**config.mk**
```make
export PLATFORM = sky130hd
export DESIGN_NAME = id_ex_operand_stage
export DESIGN_NICKNAME = d
export VERILOG_FILES = /design/src/rtl/id_ex_operand_stage.sv
export SDC_FILE = /design/constraint.sdc
export NUM_CORES = 1
export LEC_CHECK = 0
export CORE_MARGIN = 1
export CORE_UTILIZATION = 28
export DETAILED_ROUTE_END_ITERATION = 12
export HOLD_SLACK_MARGIN = 0.12
export PLACE_DENSITY = 0.68
export SLEW_MARGIN = 40
export SYNTH_ARGS = -nofsm -noshare
export SYNTH_HDL_FRONTEND = slang
export SYNTH_SLANG_ARGS = --single-unit
```
**constraint.sdc**
```tcl
create_clock -name clk -period 3.4 [get_ports clk]
set_clock_uncertainty 0.05 [all_clocks]
set_input_delay 0.68 -clock clk [delete_from_list [all_inputs] [get_ports clk]]
set_output_delay 0.68 -clock clk [all_outputs]
set_load 0.01 [all_outputs]
```
**src/rtl/id_ex_operand_stage.sv**
```systemverilog
// ID/EX pipeline register for the ALU. It captures decoded fields and forwards results from MEM and WB into the operands.
// It detects load-use hazards and inserts a single bubble when one occurs.
module id_ex_operand_stage #(
    parameter int XLEN = 32
) (
    input  logic            clk,
    input  logic            rst,
    input  logic            id_valid,
    input  logic [XLEN-1:0] id_pc,
    input  logic [XLEN-1:0] id_rs1_data,
    input  logic [XLEN-1:0] id_rs2_data,
    input  logic [XLEN-1:0] id_imm,
    input  logic [4:0]      id_rs1_addr,
    input  logic [4:0]      id_rs2_addr,
    input  logic            id_rs1_used,
    input  logic            id_rs2_used,
    input  logic [4:0]      id_rd_addr,
    input  logic            id_rd_wren,
    input  logic            id_is_load,
    input  logic [3:0]      id_alu_op,
    input  logic            id_opa_sel,
    input  logic            id_opb_sel,
    input  logic [4:0]      mem_rd_addr,
    input  logic            mem_rd_wren,
    input  logic [XLEN-1:0] mem_fwd_data,
    input  logic [4:0]      wb_rd_addr,
    input  logic            wb_rd_wren,
    input  logic [XLEN-1:0] wb_data,
    input  logic            ex_stall,
    input  logic            flush,
    output logic [XLEN-1:0] operand_a,
    output logic [XLEN-1:0] operand_b,
    output logic [3:0]      alu_op,
    output logic            ex_valid,
    output logic [XLEN-1:0] ex_pc,
    output logic [4:0]      ex_rd_addr,
    output logic            ex_rd_wren,
    output logic            ex_is_load,
    output logic [XLEN-1:0] ex_store_data,
    output logic            load_use_stall
);

    logic            valid_q,    valid_d;
    logic [XLEN-1:0] pc_q,       pc_d;
    logic [XLEN-1:0] rs1_data_q, rs1_data_d;
    logic [XLEN-1:0] rs2_data_q, rs2_data_d;
    logic [XLEN-1:0] imm_q,      imm_d;
    logic [4:0]      rs1_addr_q, rs1_addr_d;
    logic [4:0]      rs2_addr_q, rs2_addr_d;
    logic [4:0]      rd_addr_q,  rd_addr_d;
    logic            rd_wren_q,  rd_wren_d;
    logic            is_load_q,  is_load_d;
    logic [3:0]      alu_op_q,   alu_op_d;
    logic            opa_sel_q,  opa_sel_d;
    logic            opb_sel_q,  opb_sel_d;

    logic            wb_hit_rs1, wb_hit_rs2;
    logic [XLEN-1:0] fwd_rs1, fwd_rs2;

    assign ex_valid   = valid_q;
    assign ex_pc      = pc_q;
    assign ex_rd_addr = rd_addr_q;
    assign ex_rd_wren = valid_q & rd_wren_q;
    assign ex_is_load = valid_q & is_load_q;
    assign alu_op     = alu_op_q;

    always_comb begin
        load_use_stall = id_valid & ex_is_load & (rd_addr_q != 5'd0) & ~flush &
                         ((id_rs1_used & (id_rs1_addr == rd_addr_q)) |
                          (id_rs2_used & (id_rs2_addr == rd_addr_q)));
    end

    assign wb_hit_rs1 = wb_rd_wren & (wb_rd_addr != 5'd0) & (wb_rd_addr == rs1_addr_q);
    assign wb_hit_rs2 = wb_rd_wren & (wb_rd_addr != 5'd0) & (wb_rd_addr == rs2_addr_q);

    // MEM is the younger producer, so it wins over WB. x0 always uses the captured value.
    always_comb begin
        fwd_rs1 = rs1_data_q;
        if (mem_rd_wren && mem_rd_addr != 5'd0 && mem_rd_addr == rs1_addr_q)
            fwd_rs1 = mem_fwd_data;
        else if (wb_hit_rs1)
            fwd_rs1 = wb_data;

        fwd_rs2 = rs2_data_q;
        if (mem_rd_wren && mem_rd_addr != 5'd0 && mem_rd_addr == rs2_addr_q)
            fwd_rs2 = mem_fwd_data;
        else if (wb_hit_rs2)
            fwd_rs2 = wb_data;
    end

    assign operand_a     = opa_sel_q ? pc_q  : fwd_rs1;
    assign operand_b     = opb_sel_q ? imm_q : fwd_rs2;
    assign ex_store_data = fwd_rs2;

    always_comb begin
        valid_d    = valid_q;
        pc_d       = pc_q;
        rs1_data_d = rs1_data_q;
        rs2_data_d = rs2_data_q;
        imm_d      = imm_q;
        rs1_addr_d = rs1_addr_q;
        rs2_addr_d = rs2_addr_q;
        rd_addr_d  = rd_addr_q;
        rd_wren_d  = rd_wren_q;
        is_load_d  = is_load_q;
        alu_op_d   = alu_op_q;
        opa_sel_d  = opa_sel_q;
        opb_sel_d  = opb_sel_q;

        if (flush) begin
            valid_d   = 1'b0;
            rd_wren_d = 1'b0;
            is_load_d = 1'b0;
        end else if (ex_stall) begin
            // WB may retire the producer while EX is held; keep its value so it is not lost.
            if (wb_hit_rs1) rs1_data_d = wb_data;
            if (wb_hit_rs2) rs2_data_d = wb_data;
        end else if (load_use_stall) begin
            valid_d   = 1'b0;
            rd_wren_d = 1'b0;
            is_load_d = 1'b0;
        end else begin
            valid_d    = id_valid;
            pc_d       = id_pc;
            rs1_data_d = id_rs1_data;
            rs2_data_d = id_rs2_data;
            imm_d      = id_imm;
            rs1_addr_d = id_rs1_addr;
            rs2_addr_d = id_rs2_addr;
            rd_addr_d  = id_rd_addr;
            rd_wren_d  = id_rd_wren;
            is_load_d  = id_is_load;
            alu_op_d   = id_alu_op;
            opa_sel_d  = id_opa_sel;
            opb_sel_d  = id_opb_sel;
        end
    end

    always_ff @(posedge clk) begin
        if (rst) begin
            valid_q    <= 1'b0;
            pc_q       <= '0;
            rs1_data_q <= '0;
            rs2_data_q <= '0;
            imm_q      <= '0;
            rs1_addr_q <= '0;
            rs2_addr_q <= '0;
            rd_addr_q  <= '0;
            rd_wren_q  <= 1'b0;
            is_load_q  <= 1'b0;
            alu_op_q   <= '0;
            opa_sel_q  <= 1'b0;
            opb_sel_q  <= 1'b0;
        end else begin
            valid_q    <= valid_d;
            pc_q       <= pc_d;
            rs1_data_q <= rs1_data_d;
            rs2_data_q <= rs2_data_d;
            imm_q      <= imm_d;
            rs1_addr_q <= rs1_addr_d;
            rs2_addr_q <= rs2_addr_d;
            rd_addr_q  <= rd_addr_d;
            rd_wren_q  <= rd_wren_d;
            is_load_q  <= is_load_d;
            alu_op_q   <= alu_op_d;
            opa_sel_q  <= opa_sel_d;
            opb_sel_q  <= opb_sel_d;
        end
    end

endmodule

```
==> results.cfg, run 1 <==
[setup_path]
cp_max_fo = 5
r2r_start = rs1_addr_q[0]$_SDFFE_PP0P_
critPathArrivalTime_ns = 2.81
end_kind = output pin
critPathSlowestCell = or4_4
ff2ff_path_depth = 20
crit_type = in2out
critPathMaxStageDelay_ns = 0.53
crit_chain = buf_8, or4_4, o21ai_4, buf_6, nor4_4, buf_6, buf_12, buf_12, mux2i_4, a211oi_2, a21o_1, buf_2
worst_setup_path_start_kind = input pin
reg2reg_slack_ns = 0.20
worstPathRequired_ns = 2.67
reg2reg_to = rs1_data_q[12]$_SDFFE_PP0P_

[floorplan]
die_h_um = 177
pin_count = 375
initial_core_util_pct = 28.7
row_count = 63
die_w_um = 177
core-area_sq_mm = 0.0298
die-area_sq_mm = 0.0312

[clock_tree]
htreeDepth = 4
cts_root_buf = clkbuf_16
cts.clk_slew.worst_paths_ns = 0.06
cts_tree = done
numCtsBuffers = 17
cts.sinks = 152
clockBufferDepth = 2
worstSkewPairLatency_ns = 0.43

[sta]
grt_setup_unrepaired = yes
drv_slew = 0
finalHoldViolations = 0
relSlewSlack_pct = 46.3
clock.fmax_mhz = 282
timing.final.ws_setup_ns = -0.143
final.min_clock_period_ns = 3.54
setup_viol = 46
hold_ws_ns = 0.402
finalCritPeriodShare_pct = 104
worstMarginPinSlew_ns = 0.806

[synth]
synth-edff-count = 0
yosysSeqAreaShare_pct = 35.6
ys_seq_elements = 152
synth_cells = 1057
avgSynthCellArea_sq_um = 8.08
ys_types = 49
yosys_warnings = 0
ys.flop_type = dfxtp_1
synthArstFlopShare_pct = 0
netlist_area_sq_mm = 0.00854
synth_nets = 1291

[run_status]
status = complete, but fails checks
violations = setup timing

[drt]
drc_errors = 0
dr.pass1.iters = 5
vias_per_cell = 5.19
wl_per_cell_um = 21.4
drt-initial-drc-count = 656
ant_nets = 0
wirelength_mm = 41.1
num_vias = 9987

[placed_design]
dp_hpwl_mm = 26.3
io_buffers = 374
preCtsSetupSlack_ns = -1.01
dpl-instance-area_sq_mm = 0.0132
place_congestion = 0.831

[grt]
grt_pass1_wl_mm = 60.6
grt_start_max_net_pins = 69
grt_pass1_vias = 10400
grt-ovfl-total = 0
grt_antenna_before_repair = 3
grt_util_all_layers_pct = 25.7

[finish]
drive_above_1_share_pct = 32.7
fin_area_sq_mm = 0.0157
nFillCells = 2722
final_net_count = 1753
syn2layout_area_growth_pct = 83.7
final_cell_mix = 265 x clkdlybuf4s50_1, 213 x nand2_1, 146 x dfxtp_1, 117 x a21oi_1, 87 x buf_4
final_common_cell = clkdlybuf4s50_1

[min_path]
min_path_cells = 2
hp-class = reg2reg
worstHoldStart = imm_q[29]$_SDFFE_PP0P_
worstHoldEndpoint = imm_q[29]$_SDFFE_PP0P_

[power_and_ir_drop]
cellPowerDensity_mw_per_mm2 = 341
p_leak_nw = 6.07
vdd_drop_max_uv = 311
p_total_mw = 5.35

[flow_run]
max_cap_viol_count = 0
worst max-delay path: cells and delay by family:
family,cells,cell delay (ns)
buffers and inverters,6,0.77
AND/OR/NAND/NOR,2,0.57
multiplexers,1,0.19
AO/OA/AOI/OAI,3,0.58
state kept, by name (all words and copies together) (netlist names):
| name | cells |
|---|---|
| ex_pc | 32 |
| imm_q | 32 |
| rs1_data_q | 32 |
| rs2_data_q | 32 |
| ex_rd_addr | 5 |
| rs1_addr_q | 5 |
| rs2_addr_q | 5 |
| alu_op | 4 |
| ex_valid | 1 |
| is_load_q | 1 |
| opa_sel_q | 1 |
| opb_sel_q | 1 |
| rd_wren_q | 1 |
cells by family after synthesis:
group / synth area share, %
mux: 7.97
simple gates: 16.9
buf+inv: 7.50
xor+xnor: 3.08
flops: 35.6
compound gates: 28.9
area by class of cell:
type,instances,area [sq um],area share (%)
antenna,2,5.00,0.0319
sequential,152,3050,19.4
tap,390,488,3.11
clock buffer,21,460,2.94
clock inverter,11,148,0.941
inverter,34,128,0.814
multi-input combinational,777,5940,37.9
timing repair buffer,537,5470,34.9
cells in the mapped netlist (all sizes together), types with 34 or more instances:
master	instances	area, sq um
nand2	238	906
dfxtp	152	3040
a21oi	119	611
nor2	101	379
buf	52	355
clkbuf	42	158
a22oi	35	263
inv	34	128
how the worst max path moves through the flow:
stage / depth (start not counted) / end / from / slack, ns
2_1_floorplan: 8 / operand_b[26] / wb_rd_addr[3] / 0.36
3_3_place_gp: 9 / operand_b[21] / wb_rd_addr[3] / -1.03
3_5_place_dp: 10 / operand_a[1] / wb_rd_addr[3] / -1.01
4_1_cts: 12 / operand_b[10] / rs2_addr_q[2]$_SDFFE_PP0P_ / -0.16
5_1_grt: 12 / operand_a[16] / wb_rd_addr[1] / -0.19
6_report: 12 / operand_a[16] / wb_rd_addr[1] / -0.14
repair_timing:
item,in CTS,in global routing
cloned,9,3
endpoints found under the setup margin,96,94
pin swaps,53,20
setup buffers,60,10
hold buffers,0,0
gates resized for setup,589,110
power breakdown:
part / total, mW / internal [mW] / switching, mW
clock: 2.05 / 1.20 / 0.853
sequential: 1.94 / 1.87 / 0.0741
combinational: 1.36 / 0.763 / 0.597
total: 5.35 / 3.83 / 1.52
routing by layer:
metal | wire length (um) | share of wire (%) | track usage (%) | vias up
li1 | - | - | - | 4667
met1 | 16700 | 41 | 30.0 | 4837
met2 | 20500 | 50 | 45.3 | 413
met3 | 2860 | 6.9 | 6.42 | 68
met4 | 1040 | 2.5 | 9.09 | 2
met5 | 13 | 0.032 | 0 | -
stage by stage:
step | std cells | setup TNS, ns | utilization [%]
2_1_floorplan | 1057 | 0 | -
3_3_place_gp | 1815 | -93.84 | 44.2
3_5_place_dp | 1816 | -78.28 | 44.3
4_1_cts | 1912 | -5.02 | 51.0
5_1_grt | 1923 | -6.49 | 52.6
6_report | 1924 | -2.20 | 52.6
No activity file was read; power rests on OpenSTA's default activity.
==> inputs of run 2 (changes only) <==
--- a/config.mk
+++ b/config.mk
@@ -5,11 +5,12 @@
 export SDC_FILE = /design/constraint.sdc
 export NUM_CORES = 1
 export LEC_CHECK = 0
+export ABC_CLOCK_PERIOD_IN_PS = 2910
 export CORE_MARGIN = 1
 export CORE_UTILIZATION = 28
 export DETAILED_ROUTE_END_ITERATION = 12
 export HOLD_SLACK_MARGIN = 0.12
-export PLACE_DENSITY = 0.68
+export PLACE_DENSITY = 0.7
 export SLEW_MARGIN = 40
 export SYNTH_ARGS = -nofsm -noshare
 export SYNTH_HDL_FRONTEND = slang
==> constraint.sdc (replaced) <==
create_clock -name clk -period 2.91 [get_ports clk]
set_clock_uncertainty 0.05 [all_clocks]
set_input_delay 0.582 -clock clk [delete_from_list [all_inputs] [get_ports clk]]
set_output_delay 0.582 -clock clk [all_outputs]
set_load 0.01 [all_outputs]
==> results.cfg, run 2 (synthesis gave the netlist of run 1 again) <==
[power_and_ir_drop]
p_total_mw = 6.39
vdd_drop_max_uv = 297
p_leak_nw = 6.41
cellPowerDensity_mw_per_mm2 = 383

[sta]
hold_ws_ns = 0.404
worstMarginPinSlew_ns = 0.710
drv_slew = 0
setup_viol = 96
timing.final.ws_setup_ns = -0.429
relSlewSlack_pct = 52.6
grt_setup_unrepaired = yes
finalHoldViolations = 0
final.min_clock_period_ns = 3.34
finalCritPeriodShare_pct = 115
clock.fmax_mhz = 300
tns_ns = -25.29

[setup_path]
cp_max_fo = 5
worstPathRequired_ns = 2.28
crit_type = in2out
worst_setup_path_start_kind = input pin
end_kind = output pin
critPathArrivalTime_ns = 2.71
ff2ff_path_depth = 10

[floorplan]
die_h_um = 177
core-area_sq_mm = 0.0298
die-area_sq_mm = 0.0312
die_w_um = 177
initial_core_util_pct = 28.7
row_count = 63
pin_count = 375

[grt]
grt_antenna_before_repair = 5
grt_start_max_net_pins = 72
grt_pass1_wl_mm = 63.0
grt_pass1_vias = 10500
grt_util_all_layers_pct = 26.9
grt-ovfl-total = 0

[finish]
fin_area_sq_mm = 0.0167
syn2layout_area_growth_pct = 95.0
drive_above_1_share_pct = 36.5
final_net_count = 1771
final_cell_mix = 264 x clkdlybuf4s50_1, 207 x nand2_1, 143 x dfxtp_1, 119 x buf_6, 117 x a21oi_1
final_common_cell = clkdlybuf4s50_1

[clock_tree]
numCtsBuffers = 17
cts.clk_slew.worst_paths_ns = 0.07
clockBufferDepth = 2
worstSkewPairLatency_ns = 0.43
cts_root_buf = clkbuf_16
cts_tree = done
holdBufCountCts = 0
cts.sinks = 152
htreeDepth = 4

[run_status]
violations = setup timing
status = complete, but fails checks

[drt]
ant_nets = 0
drt-initial-drc-count = 575
dr.pass1.iters = 5
vias_per_cell = 5.26
wl_per_cell_um = 22.0
drc_errors = 0
wirelength_mm = 42.8
num_vias = 10200

[placed_design]
dp_hpwl_mm = 26.4
preCtsSetupSlack_ns = -1.19
dpl-instance-area_sq_mm = 0.0133
place_congestion = 0.833
io_buffers = 374

[min_path]
hp-class = reg2reg
min_path_cells = 2

[flow_run]
max_cap_viol_count = 0
## run 2: changes by cell type in the layout (fill, tap and decap cells not counted), moves of 8 or more
cell,change
buf_2,-12
a211oi_1,-8
buf_12,+8
buf_6,+52
nor2_1,-20
nor2_4,+11
buf_4,-25
nor2_2,+9
nand2_2,+8
clkdlybuf4s15_2,-12
a211oi_4,+8
mux2i_4,+10
## run 2: power by group
group	switching (mW)	internal [mW]	total (mW)	leakage, nW
registers	0.0918	2.18	2.28	1.25
clock network	1.10	1.31	2.41	0.298
logic	0.734	0.970	1.70	4.87
## run 2: worst max-delay path: stages
cell and delay, ns:
buf_8 0.10, or4_4 0.53, o21ai_4 0.19, nor4_4 0.07, buf_6 0.15, buf_12 0.13, buf_8 0.12, buf_6 0.11
mux2i_4 0.19, a211oi_4 0.28, a21o_1 0.12, buf_2 0.12
## run 2: path summary, 6_finish.rpt
path                         startpoint                          to  slack [ns]
max                       wb_rd_addr[0]               operand_a[16]       -0.43
min              imm_q[14]$_SDFFE_PP0P_      imm_q[14]$_SDFFE_PP0P_        0.40
max reg2reg  rs1_addr_q[4]$_SDFFE_PP0P_  rs1_data_q[9]$_SDFFE_PP0P_        0.54
min reg2reg      imm_q[14]$_SDFFE_PP0P_      imm_q[14]$_SDFFE_PP0P_        0.40
## run 2: routing by layer
| metal | vias to the layer above | share of wire, % | wire [um] | global-route usage, % |
|---|---|---|---|---|
| met5 | - | 0.040 | 17 | 0 |
| met4 | 2 | 3.9 | 1680 | 12.2 |
| met3 | 90 | 7.8 | 3330 | 7.00 |
| met2 | 497 | 49 | 21100 | 46.6 |
| met1 | 4927 | 39 | 16600 | 30.9 |
| li1 | 4700 | - | - | - |
## run 2: metrics by stage
step | std cells | utilization [%]
after floorplan | 1057 | -
final | 1944 | 55.9
after CTS | 1940 | 55.4
after global routing | 1942 | 55.9
after detailed placement | 1822 | 44.6
after global placement | 1822 | 44.5
## run 2: timing repair
action,4_1_cts,5_1_grt
cloned,21,0
buffers inserted,69,15
pin swaps,62,40
endpoints found under the hold margin,0,0
resized for setup,798,88
setup endpoints to repair,97,96
## run 2: cell type report
class                           count  area, sq um
Clock buffer                       17          425
Antenna cell                        4         10.0
Clock inverter                     15          179
Timing Repair Buffer              555         6040
Sequential cell                   152         3060
Inverter                           34          128
Multi-Input combinational cell    777         6320
Fill cell                        2629        13100
Tap cell                          390          488
==> inputs of run 3 (changes only) <==
==> constraint.sdc (replaced) <==
create_clock -name clk -period 2.91 [get_ports clk]
set_clock_uncertainty 0.05 [all_clocks]
set_input_delay 0.582 -clock clk [delete_from_list [all_inputs] [get_ports clk]]
set_output_delay 0.582 -clock clk [all_outputs]
set_load 0.05 [all_outputs]
==> results.cfg, run 3 (synthesis gave the netlist of run 1 again) <==
[run_status]
status = complete, but fails checks
violations = setup timing

[sta]
setup_viol = 96
hold_ws_ns = 0.405
relSlewSlack_pct = 58.8
finalHoldViolations = 0
timing.final.ws_setup_ns = -0.383
tns_ns = -26.49
worstMarginPinSlew_ns = 0.616
finalCritPeriodShare_pct = 113
final.min_clock_period_ns = 3.29
drv_slew = 0
grt_setup_unrepaired = yes
clock.fmax_mhz = 304

[setup_path]
end_kind = output pin
worstPathRequired_ns = 2.28
reg2reg_slack_ns = 0.44
critPathMaxStageDelay_ns = 0.54
cp_common_cell = buf_12
crit_type = in2out
cp_max_fo = 7
worst_setup_path_start_kind = input pin
critPathSlowestCell = or4_4
critPathArrivalTime_ns = 2.66
crit_chain = buf_12, or4_4, o21ai_4, buf_6, nor4_4, buf_12, buf_4, mux2i_4, a211oi_4, a21o_2, buf_12

[drt]
wl_per_cell_um = 22.5
wirelength_mm = 43.3
num_vias = 10300
drt-initial-drc-count = 800
vias_per_cell = 5.36
dr.pass1.iters = 6
ant_nets = 0
drc_errors = 0

[placed_design]
dp_hpwl_mm = 26.1
preCtsSetupSlack_ns = -0.915
place_congestion = 0.912
io_buffers = 374
dpl.cell_count = 1837
dpl-instance-area_sq_mm = 0.0149

[floorplan]
row_count = 63
die_w_um = 177
die_h_um = 177
die-area_sq_mm = 0.0312
pin_count = 375
initial_core_util_pct = 28.7
core-area_sq_mm = 0.0298

[min_path]
hp-class = reg2reg

[power_and_ir_drop]
p_total_mw = 7.22
vdd_drop_max_uv = 337
p_leak_nw = 6.68
cellPowerDensity_mw_per_mm2 = 406

[finish]
fin_area_sq_mm = 0.0178
fin_cells = 1923
syn2layout_area_growth_pct = 108
final_util_pct = 59.7
drive_above_1_share_pct = 38.5
final_cell_mix = 264 x clkdlybuf4s50_1, 183 x nand2_1, 144 x dfxtp_1, 134 x buf_12, 117 x a21oi_1
final_common_cell = clkdlybuf4s50_1
final_net_count = 1756
antenna_cells = 0

[grt]
grt_util_all_layers_pct = 26.1
grt-ovfl-total = 0
grt_antenna_before_repair = 2
grt_pass1_wl_mm = 61.4
grt_start_max_net_pins = 90
grt_pass1_vias = 10400

[clock_tree]
cts_root_buf = clkbuf_16
cts.sinks = 152
htreeDepth = 4
cts.clk_slew.worst_paths_ns = 0.07
numCtsBuffers = 17
worstSkewPairLatency_ns = 0.42
clockBufferDepth = 2
cts_tree = done

[flow_run]
max_cap_viol_count = 0
[run 3: worst max-delay path: cells and delay by family]
kind / cells / cell delay, ns
buffers and inverters: 5 / 0.67
AOI/OAI and AO/OA: 3 / 0.62
and+or+nand+nor: 2 / 0.58
muxes: 1 / 0.19
[run 3: worst paths after layout]
| path | end | start | depth (start not counted) |
|---|---|---|---|
| max reg2reg | rs2_data_q[13]$_SDFFE_PP0P_ | rs2_addr_q[1]$_SDFFE_PP0P_ | 12 |
| min | imm_q[27]$_SDFFE_PP0P_ | imm_q[27]$_SDFFE_PP0P_ | 2 |
| min reg2reg | imm_q[27]$_SDFFE_PP0P_ | imm_q[27]$_SDFFE_PP0P_ | 2 |
| max | operand_a[12] | wb_rd_addr[0] | 11 |
[run 3: area by class of cell]
cell class                 instances  area (sq um)
timing repair buffer             540          6980
clock inverter                    10           168
fill                            2378         12000
inverter                          34           128
clock buffer                      20           457
tap                              390           488
sequential                       152          3060
multi-input combinational        777          6530
[run 3: timing repair]
| item | 4_1_cts | 5_1_grt |
|---|---|---|
| setup buffers | 25 | 22 |
| pin swaps | 46 | 62 |
| setup endpoints to repair | 96 | 96 |
| resized for setup | 239 | 155 |
| hold buffers | 0 | 0 |
| cloned | 19 | 4 |
[run 3: per-layer routing]
layer  share of wire (%)  GRT usage [%]
met5               0.037              0
met4                 3.4           11.4
met3                 7.7           7.37
met2                  50           45.8
met1                  39           29.4
[run 3: power breakdown]
part	internal, mW	switching, mW	total, mW
clock	1.49	0.994	2.48
sequential	2.18	0.0945	2.28
combinational	1.26	1.20	2.46
==> RTL change 1, RTL diff (settings of run 3) <==
`rd_addr_q` no longer has a reset.
--- a/src/rtl/id_ex_operand_stage.sv
+++ b/src/rtl/id_ex_operand_stage.sv
@@ -147,3 +147,2 @@
             rs2_addr_q <= '0;
-            rd_addr_q  <= '0;
             rd_wren_q  <= 1'b0;
@@ -161,3 +160,2 @@
             rs2_addr_q <= rs2_addr_d;
-            rd_addr_q  <= rd_addr_d;
             rd_wren_q  <= rd_wren_d;
@@ -170,2 +168,6 @@
 
+    always_ff @(posedge clk) begin
+        rd_addr_q <= rd_addr_d;
+    end
+
 endmodule
Formal check against the unedited RTL: not equivalent (Yosys sat finds a counterexample within 4 cycles, from zero or initial values and one cycle with rst high).
==> RTL change 1 against run 3 <==
The run still ends with setup timing left. Wire length rose by 18%. Synthesized area rose by 15%. Sequential cell count did not move. Hold slack improved by 8.4 ps. Register-to-register slack got worse by 210 ps. Design area rose by 9.4%. Setup slack improved by 130 ps. Count of clock-buffer cells in the layout did not move. Final cell count rose by 11%. Total power rose by 13%. Highest routed layer unchanged.
==> RTL change 1: results (changes against run 3) <==
[status]
outcome = finished with violations  ; unchanged
violations = setup timing  ; unchanged

[drt]
dr.pass1.iters = 5  ; was 6
dr_wl_met2_microns = 24600  ; was 21600 microns
m1WireLength_microns = 21200  ; was 16800 microns
wl_met3_microns = 3920  ; was 3320 microns
drt_iter0_drc = 1106  ; was 800
wl_microns = 51200  ; was 43300 microns
viasPerCell = 5.58  ; was 5.36

[global_route]
grt_max_degree = 94  ; was 90
grt_pass1_vias = 12000  ; was 10.4k
antenna_found_initial = 4  ; was 2
grt_use_total = 0.275  ; was 0.261

[min_path]
min_to = rd_wren_q$_SDFFE_PP0N_  ; was imm_q[27]$_SDFFE_PP0P_

[placement]
place_hpwl_microns = 35200  ; was 26100 microns
placed_area_sq_mm = 0.0169  ; was 0.0149 sq mm
post-place-ws_ps = -699  ; was -915 ps
gp_congestion = 0.867  ; was 0.912

[pwr]
p_leak_uw = 0.00703  ; was 0.00668 uW
irDropWorstVdd_v = 0.000433  ; was 0.000337 V

[sta]
hold_ws_ps = 414  ; was 405 ps
setup_violations = 96  ; unchanged
setup_ws_ps = -253  ; was -383 ps
fin_setup_tns_ps = -15520  ; was -26490 ps
slew_headroom = 0.515  ; was 0.588

[clock_tree]
ctsResizeCount = 271  ; was 239
cts_setup_buffers = 31  ; was 25

[logic_synthesis]
synth_compound_area_frac = 0.219  ; was 0.289
synth.avg_cell_area_sq_um = 8.34  ; was 8.08 sq um
muxShareOfSynthArea = 0.118  ; was 0.0797
synth_edf_count = 5  ; was 0
synth.top_cells.by_count = 193 x nand2b_1, 147 x dfxtp_1, 96 x o31ai_1  ; was 233 x nand2_1, 152 x dfxtp_1, 117 x a21oi_1
ys_types = 47  ; was 49
synth_area_leaders = dfxtp_1 30%, nand2b_1 12%, mux2i_1 8.1%  ; was dfxtp_1 36%, nand2_1 10%, a21oi_1 6.9%

[setup_path]
path_delay_family = simple AND/OR/NAND/NOR gates  ; was buffers and inverters
rr_worst_depth = 6  ; was 12
timing.rr.end = ex_pc[16]$_SDFFE_PP0P_  ; was rs2_data_q[13]$_SDFFE_PP0P_

[finish]
drive_gt1_frac = 0.370  ; was 0.385
final_net_count = 1893  ; was 1756

[RTL change 1: cell count changes in the layout (fill, tap and decap cells not counted), moves of 42 or more]
cell	change
mux2i_1	+76
buf_8	+52
o31ai_4	+47
buf_4	+42
a21oi_1	-82
nand2_4	-45
nor2_1	-46
nand2b_1	+193
nand2_1	-116
buf_12	-57
[RTL change 1: cell type report]
cell class / instances / area (sq um) / area share
antenna: 3 / 7.51 / 0.000385
clock buffer: 20 / 437 / 0.0224
clock inverter: 12 / 151 / 0.00777
multi-input combinational: 902 / 8180 / 0.420
sequential: 152 / 3120 / 0.160
tap: 455 / 569 / 0.0292
timing repair buffer: 586 / 7010 / 0.360
[RTL change 1: per-layer routing]
metal | up-vias | GRT usage
met5 | - | 0
met4 | 2 | 0.116
met3 | 110 | 0.0526
met2 | 631 | 0.457
met1 | 5764 | 0.347
li1 | 5369 | -
[RTL change 1: power by group]
part / switching (uW) / internal [uW]
Clock: 999 / 1350
Sequential: 135 / 2230
Combinational: 1780 / 1680
==> RTL change 2, RTL diff (settings of run 3) <==
Without the edit above. `XLEN`: 32 -> 64.
--- a/src/rtl/id_ex_operand_stage.sv
+++ b/src/rtl/id_ex_operand_stage.sv
@@ -3,3 +3,3 @@
 module id_ex_operand_stage #(
-    parameter int XLEN = 32
+    parameter int XLEN = 64
 ) (
Interface: changed (10 resized); port bits go from 375 to 695. No check against the original RTL was run, so the function may have changed too.
==> RTL change 2 against run 3 <==
The flow still finishes with violations (setup timing). Design area is 92% higher. Sequential cell count increased by 128. Synthesized cell count up 98%. Setup slack got worse by 140 ps. Global-route usage rose by 2.6 points. Wire length is 120% higher. Final cell count increased by 96%. Critical path depth fell by 3. Total power rose by 100%. Synthesized area up 99%. Via count rose by 100%. Critical endpoint is now operand_a[29]. Largest power group unchanged.
==> RTL change 2: results (changes against run 3) <==
[clock_tree]
cts_buffer_depth = 3  ; was 2
cts-buffers-inserted = 38  ; was 17
h-tree-depth = 2  ; was 4

[finish]
inverters = 0  ; was 34
multi_input_gates = 1611  ; was 777
multiInputGateArea_sq_mm = 0.0140  ; was 0.00653 sq mm
final_net_count = 3364  ; was 1756
nClkBuffers = 53  ; was 20
fin_util = 0.575  ; was 0.597

[pwr]
combPwrFrac = 0.339  ; was 0.341
irDropWorstVdd_v = 0.000367  ; was 0.000337 V
p_leak_uw = 0.0127  ; was 0.00668 uW
pwr-share-clk = 0.374  ; was 0.344
total_power_uw = 14700  ; was 7220 uW

[global_route]
met2_usage = 0.498  ; was 0.458
grt_pass1_vias = 21300  ; was 10.4k
grt_use_total = 0.288  ; was 0.261
grt_max_degree = 169  ; was 90
grtUsageMet3 = 0.0781  ; was 0.0737

[drt]
m1WireLength_microns = 34400  ; was 16800 microns
wl_met3_microns = 8760  ; was 3320 microns

[status]
outcome = finished with violations  ; unchanged
violations = setup timing  ; unchanged

[sta]
fin_setup_tns_ps = -77740  ; was -26490 ps
setup_violations = 192  ; was 96
hold_ws_ps = 326  ; was 405 ps
setup_ws_ps = -518  ; was -383 ps

[logic_synthesis]
yosys.cell_count.top_type = nand2b_1  ; was nand2_1
synth.avg_cell_area_sq_um = 8.11  ; was 8.08 sq um
syn_nets = 2519  ; was 1291
synth_compound_area_frac = 0.234  ; was 0.289
synth.top_cells.by_count = 299 x nand2b_1, 280 x dfxtp_1, 195 x nor2_1  ; was 233 x nand2_1, 152 x dfxtp_1, 117 x a21oi_1
synth_area_leaders = dfxtp_1 33%, nand2b_1 11%, mux2i_1 8.8%  ; was dfxtp_1 36%, nand2_1 10%, a21oi_1 6.9%

[placement]
post-place-ws_ps = -797  ; was -915 ps
gp_congestion = 0.903  ; was 0.912

[min_path]
hold-path-cell-count = 3  ; was 2
min_to = ex_rd_addr[4]$_SDFFE_PP0P_  ; was imm_q[27]$_SDFFE_PP0P_

[setup_path]
crit_arrival_ps = 2800  ; was 2660 ps
cp-startpoint = rs1_addr_q[4]$_SDFFE_PP0P_  ; was wb_rd_addr[0]
regToRegStartpoint = ex_rd_addr[0]$_SDFFE_PP0P_  ; was rs2_addr_q[1]$_SDFFE_PP0P_
max_stage_delay_ps = 630  ; was 540 ps

==> RTL change 2: cell types whose count changed in the layout (fill, tap and decap cells not counted), moves of 124 or more <==
cell / delta
and3_4: +125
buf_4: +132
clkdlybuf4s50_1: +224
dfxtp_1: +125
mux2i_1: +145
nand2b_1: +299
nand3_1: +124
o31ai_4: +128
==> RTL change 2: cells by family (layout without fill, tap and decap cells) <==
group / after synthesis / after routing
muxes: 149 / 149
and+or+nand+nor: 903 / 904
xor gates and xnor gates: 30 / 30
buffers and inverters: 203 / 1077
AOI/OAI and AO/OA: 528 / 528
other: 0 / 20
DFF: 280 / 280
==> RTL change 2: repair_timing <==
action | CTS | global route
endpoints found under the setup margin | 193 | 193
gates resized for setup | 367 | 193
buffers inserted | 40 | 12
gates cloned | 22 | 12
pin swaps | 62 | 79
==> RTL change 2: worst register-to-register path, cell delays in order, from the launching register on <==
cell,delay [ps]
dfxtp_1,360
or4_1,570
o211ai_2,420
o41ai_2,130
buf_4,180
buf_12,170
a221o_1,490
